## config.mk

```make
export PLATFORM = sky130hd
export DESIGN_NAME = bus_generator_n_arbiter
export DESIGN_NICKNAME = d
export VERILOG_FILES = /design/src/rtl/bus_gen_pkg.sv /design/src/rtl/bus_rr_channel.sv /design/src/rtl/bus_generator_n_arbiter.sv
export SDC_FILE = /design/constraint.sdc
export NUM_CORES = 1
export LEC_CHECK = 0
export CAP_MARGIN = 20
export CORE_AREA = 10 10 70 115
export DETAILED_ROUTE_END_ITERATION = 8
export DIE_AREA = 0 0 80 125
export GPL_TIMING_DRIVEN = 0
export PLACE_DENSITY = 0.89
export SETUP_SLACK_MARGIN = 0.1
export SLEW_MARGIN = 20
export SYNTH_ARGS = -nofsm -noshare
export SYNTH_HDL_FRONTEND = slang
export SYNTH_SLANG_ARGS = --single-unit
export TNS_END_PERCENT = 1
```

## constraint.sdc

```tcl
create_clock -name clk -period 3.8 [get_ports clk]
set_clock_uncertainty 0.05 [all_clocks]
set_input_delay 0.76 -clock clk [delete_from_list [all_inputs] [get_ports clk]]
set_output_delay 0.76 -clock clk [all_outputs]
set_load 0.01 [all_outputs]
```

## src/rtl/bus_gen_pkg.sv

```systemverilog
// Shared definitions for the bus generator / round-robin arbiter.
//   bus_state_t : per-bus transfer phase (IDLE -> POP -> PUSH -> IDLE)
//   ID_W        : width of the destination-ID field at the top of a packet
//   PKT_MAX_W   : widest packet id_of() can decode
//   id_of()     : extracts the destination ID from a packet of width pkt_w
package bus_gen_pkg;

    typedef enum logic [1:0] {
        IDLE = 2'd0,
        POP  = 2'd1,
        PUSH = 2'd2
    } bus_state_t;

    localparam int ID_W      = 8;
    localparam int PKT_MAX_W = 256;

    // The ID sits in the top ID_W bits of the packet. Packets are passed
    // zero-extended to PKT_MAX_W so one function serves every packet width.
    function automatic logic [ID_W-1:0] id_of(input logic [PKT_MAX_W-1:0] pkt,
                                              input int                   pkt_w);
        logic [PKT_MAX_W-1:0] shifted;
        shifted = pkt >> (pkt_w - ID_W);
        return shifted[ID_W-1:0];
    endfunction

endpackage

```

## src/rtl/bus_rr_channel.sv

```systemverilog
// One independent bus: round-robin grant among drvrs devices, pop of the
// granted device's head packet, then delivery (unicast / broadcast / drop).
// Ports:
//   clk, reset : clock and asynchronous active-high reset
//   pndng      : per-device FIFO non-empty flags
//   D_pop      : per-device head-of-FIFO packets
//   pop        : one-cycle consume pulse to the granted device
//   push       : one-cycle write pulses to the receiving device(s)
//   D_push     : delivered packet, identical on every device lane
module bus_rr_channel
    import bus_gen_pkg::*;
#(
    parameter int              drvrs     = 4,
    parameter int              pckg_sz   = 16,
    parameter logic [ID_W-1:0] broadcast = 8'hFF
) (
    input  logic                            clk,
    input  logic                            reset,
    input  logic [drvrs-1:0]                pndng,
    input  logic [drvrs-1:0][pckg_sz-1:0]   D_pop,
    output logic [drvrs-1:0]                pop,
    output logic [drvrs-1:0]                push,
    output logic [drvrs-1:0][pckg_sz-1:0]   D_push
);

    localparam int PTR_W = (drvrs > 1) ? $clog2(drvrs) : 1;

    bus_state_t         state;
    logic [PTR_W-1:0]   ptr;          // last granted device
    logic [pckg_sz-1:0] pkt;          // packet being / last delivered

    logic               found;
    int                 cand;
    logic [PTR_W-1:0]   cand_idx;
    logic [PTR_W-1:0]   grant_idx;
    logic [drvrs-1:0]   grant_onehot;
    logic [ID_W-1:0]    dest;
    logic [drvrs-1:0]   push_dec;

    // First pending device strictly after ptr, ascending with wrap; ptr
    // itself is examined last so a lone requester is still served.
    always_comb begin
        found     = 1'b0;
        cand      = 0;
        cand_idx  = '0;
        grant_idx = ptr;
        for (int k = 1; k <= drvrs; k++) begin
            cand = int'(ptr) + k;
            if (cand >= drvrs)
                cand = cand - drvrs;
            cand_idx = PTR_W'(cand);
            if (!found && pndng[cand_idx]) begin
                found     = 1'b1;
                grant_idx = cand_idx;
            end
        end
        grant_onehot = '0;
        for (int i = 0; i < drvrs; i++)
            grant_onehot[i] = (i == int'(grant_idx));
    end

    // Decoded while in POP straight from the granted device's head so push
    // can be registered on the same edge the packet is captured.
    always_comb begin
        dest     = id_of(PKT_MAX_W'(D_pop[ptr]), pckg_sz);
        push_dec = '0;
        for (int i = 0; i < drvrs; i++) begin
            if (dest == broadcast)
                push_dec[i] = (i != int'(ptr));
            else
                push_dec[i] = (int'(dest) == i);  // out-of-range IDs match nothing
        end
    end

    always_ff @(posedge clk or posedge reset) begin
        if (reset) begin
            state <= IDLE;
            ptr   <= PTR_W'(drvrs - 1);
            pkt   <= '0;
            pop   <= '0;
            push  <= '0;
        end else begin
            case (state)
                IDLE: begin
                    push <= '0;
                    if (found) begin
                        ptr   <= grant_idx;
                        pop   <= grant_onehot;
                        state <= POP;
                    end
                end
                POP: begin
                    pop   <= '0;
                    pkt   <= D_pop[ptr];
                    push  <= push_dec;
                    state <= PUSH;
                end
                PUSH: begin
                    push  <= '0;
                    state <= IDLE;
                end
                default: begin
                    pop   <= '0;
                    push  <= '0;
                    state <= IDLE;
                end
            endcase
        end
    end

    for (genvar gi = 0; gi < drvrs; gi++) begin : g_dpush
        assign D_push[gi] = pkt;
    end

endmodule

```

## src/rtl/bus_generator_n_arbiter.sv

```systemverilog
// Shared-bus generator and round-robin arbiter: bits independent buses, each
// with drvrs devices. Every bus is served by its own bus_rr_channel; this
// level only slices the per-bus arrays.
// Ports:
//   clk, reset : clock and asynchronous active-high reset
//   pndng      : [bits][drvrs] device FIFO non-empty
//   D_pop      : [bits][drvrs][pckg_sz] head packets
//   pop        : [bits][drvrs] consume pulses
//   push       : [bits][drvrs] delivery pulses
//   D_push     : [bits][drvrs][pckg_sz] delivered packet per bus
module bus_generator_n_arbiter
    import bus_gen_pkg::*;
#(
    parameter int              bits      = 1,
    parameter int              drvrs     = 4,
    parameter int              pckg_sz   = 16,
    parameter logic [ID_W-1:0] broadcast = 8'hFF
) (
    input  logic                                     clk,
    input  logic                                     reset,
    input  logic [bits-1:0][drvrs-1:0]               pndng,
    input  logic [bits-1:0][drvrs-1:0][pckg_sz-1:0]  D_pop,
    output logic [bits-1:0][drvrs-1:0]               pop,
    output logic [bits-1:0][drvrs-1:0]               push,
    output logic [bits-1:0][drvrs-1:0][pckg_sz-1:0]  D_push
);

    for (genvar gi = 0; gi < bits; gi++) begin : g_bus
        bus_rr_channel #(
            .drvrs     (drvrs),
            .pckg_sz   (pckg_sz),
            .broadcast (broadcast)
        ) u_channel (
            .clk    (clk),
            .reset  (reset),
            .pndng  (pndng[gi]),
            .D_pop  (D_pop[gi]),
            .pop    (pop[gi]),
            .push   (push[gi]),
            .D_push (D_push[gi])
        );
    end

endmodule

```

==> metrics.csv <==
metric,value,unit
WL/cell,16.99,µm
first-pass GRT wire length,11180,µm
busiest metal layer after global routing,met2,
Via Count,1987,
Global Route Usage Sum,14.16,%
cell taking the most area after synthesis,dfrtp_1,
Netlist cell types,32,
Worst VDD drop,403.4,µV
fillers,538,
met3 usage,2.009,%
Hold WC Path Type,reg -> reg,
Synth warnings,0,
"slowest stage delay, CP",0.57,ns
Setup CP Type,reg -> reg,
FP Rows,38,
largest family of logic cells by synthesized area,multiplexers,
CP startpoint kind,flip-flop,
worst endpoint required time,3.98,ns
sum of negative setup slack,0,ns
Tcrit/Tclk final,82.53,%
Synth Area per Inst,10.10,µm²
Sequential cell area,703.2,µm²
Final ANT Viol Nets,0,
Die X,80,µm
Tmin final,3.136,ns
layout cells sized above 1,21.41,%
CTS H-tree lvls,1,
Leak,0.001612,µW
Slew @ Worst Pin,0.5754,ns
compound-cell area share of the yosys netlist,4.245,%
Synth Area in Simple Gates,16.10,%
cts hold-fix bufs,0,
adder-cell area share of the yosys netlist,2.358,%
met1 Track Usage GR,12.16,%
Port Buffers,141,
Syn Std Cell Area,2122,µm²
grt met2 use,29.81,%
"top cells by area, synth","dfrtp_1 31%, buf_4 17%, mux4_2 16%",
outcome,"finished, final reports clean",
IO Pins,142,
slowest cell on the critical path,dfstp_2,
dpl ws,0.6395,ns
postcts setup bufs,0,
clock transition at the registers of the reported paths,0.10,ns
vias in the first global route,2131,
sequential cell area fraction in the yosys report,33.14,%
largest net degree at the start of global routing,29,
CTS tree,yes,
crit-path max FO,10,
Synth Instances,210,
Clock Sinks,28,
initial core utilization,34.33,%
Synth Register Bits,28,
XOR/XNOR Fraction of Synth Area,0.8255,%
max-capacitance violation count,0,
Yosys top cell area share,30.66,%
"delay-heaviest family, CP",compound AO/OA/AOI/OAI gates,
area of the multi-input gates,992.2,µm²
WP data arrival,3.32,ns
CTS Buf Count,3,
vias per cell,4.568,
worst path bufs/invs,4,
clock root buffer,clkbuf_8,
power per cell area,800.9,nW/µm²
Routability Congestion,0.8165,
die area,10000,µm²
Rel. slew slack,61.58,%
Area Growth Syn to Fin,74.59,%
max-slew violations,0,
Layout Nets,430,
critical path cell sequence,"buf_6, buf_6, buf_2, inv_1, ha_1, nand2b_1, a32oi_1, a21oi_1, o21ai_0, a32o_1",
global route overflow,0,
unrepaired setup endpoints after global routing,false,
post-cts sizing count,0,
Die Ht,125,µm
CP Capture Type,flip-flop,
final setup fails,0,
Initial DRC Count,76,
drt pass-1 iters,4,
drc violations,0,
initial antenna violation count,0,
Bufs on Longest Clock Path,2,
post-synthesis mux area share,23.23,%
"Net Count, Synth",284,
worst skew pair latency,0.29,ns
Fin. Hold Viols,0,
drt total wl,7390,µm
cell mode on critical path,buf_6,
f_max,318.9,MHz
PnR worst setup slack,0.6638,ns
ant diodes,0,
area of the core,6181,µm²
"setup slack, reg-to-reg",0.66,ns
detailed placer's ending HPWL,6559,µm
synthesized netlist by cell type:
library cell and count:
xnor2_1 2, mux4_2 15, o21ai_0 2, mux4_1 4
nor2_1 7, ha_1 4, nor4_1 1, a32o_1 2
or2_2 1, nand2b_1 3, a2bb2oi_1 1, nand3_1 1
a21oi_1 4, nand2_1 55, clkinv_1 1, dfrtp_1 26
nor2b_1 3, buf_4 48, dfstp_2 2, nand3b_1 1
or3_1 3, o31ai_1 3, mux2i_1 5, buf_2 2
buf_1 1, buf_6 2, a32oi_1 1, inv_1 4
nand4b_1 1, nand4_1 1, clkbuf_1 3, nor4_2 1
flip-flops by register name, indices dropped and copies added, names as in the netlist:
name,count
g_bus.u_channel.pop,4
g_bus.u_channel.state,2
g_bus.u_channel.ptr,2
g_bus.u_channel.push,4
g_bus.u_channel.pkt,16
metrics by stage:
stage	cell area, µm²	hold slack [ns]	std cells	total power, µW	utilization (%)
after floorplan	2122	0.4668	210	1784	-
after global placement	3633	0.4358	431	2690	58.79
after detailed placement	3633	0.4404	431	2765	58.79
after CTS	3705	0.4647	435	2999	59.94
after global routing	3705	0.4996	435	3150	59.94
final	3705	0.4647	435	2967	59.94
worst register-to-register path: stages, from the launching register on:
cell      delay [ns]
dfstp_2         0.57
buf_6           0.16
buf_6           0.17
buf_2           0.33
inv_1           0.17
ha_1            0.40
nand2b_1        0.17
a32oi_1         0.25
a21oi_1         0.08
o21ai_0         0.48
a32o_1          0.25
kinds of logic after synthesis:
logic type                 Yosys count
xor gates and xnor gates             2
and+or+nand+nor                     78
AOI/OAI and AO/OA                   13
DFF                                 28
muxes                               24
buffers and inverters               61
adders and majority gates            4
routing by layer:
layer	share of wire, %	wire length (µm)	vias to the layer above
li1	-	-	965
met3	5.5	404	8
met1	31	2275	940
met4	2.0	147	0
met5	0	0	-
met2	62	4562	74
path summary, 6_finish.rpt:
check                                           from  cells past startpoint                   endpoint
setup / recovery           g_bus[0].u_channel.ptr[0]                     10  g_bus[0].u_channel.pop[1]
hold / removal             g_bus[0].u_channel.pop[3]                      2  g_bus[0].u_channel.pop[3]
setup reg to reg           g_bus[0].u_channel.ptr[0]                     10  g_bus[0].u_channel.pop[1]
hold reg to reg            g_bus[0].u_channel.pop[3]                      2  g_bus[0].u_channel.pop[3]
max in group asynchronous                      reset                      2  g_bus[0].u_channel.ptr[1]
min in group asynchronous                      reset                      2  g_bus[0].u_channel.pop[3]
power breakdown:
part	switching (µW)	internal (µW)	leakage (µW)
Sequential	138	427	0.000353
Combinational	876	1290	0.00122
Clock	97.7	141	0.0000357
Total	1110	1860	0.00161
placed cells by master (no fill, tap or decap), types with 4 or more instances in the layout:
cell,instances
mux2i_1,5
clkdlybuf4s50_1,141
ha_1,4
mux4_2,15
dfrtp_1,26
mux4_1,4
buf_4,48
a21oi_1,4
nor2_1,7
nand2_1,55
area by class of cell:
type | count | area share [%]
Timing Repair Buffer | 141 | 38.10
Buffer | 56 | 11.01
Multi-Input combinational cell | 121 | 26.78
Clock inverter | 1 | 0.8105
Inverter | 5 | 0.5066
Clock buffer | 3 | 1.114
Tap cell | 80 | 2.702
Sequential cell | 28 | 18.98
Note: power is estimated with default switching activity, not from simulation.
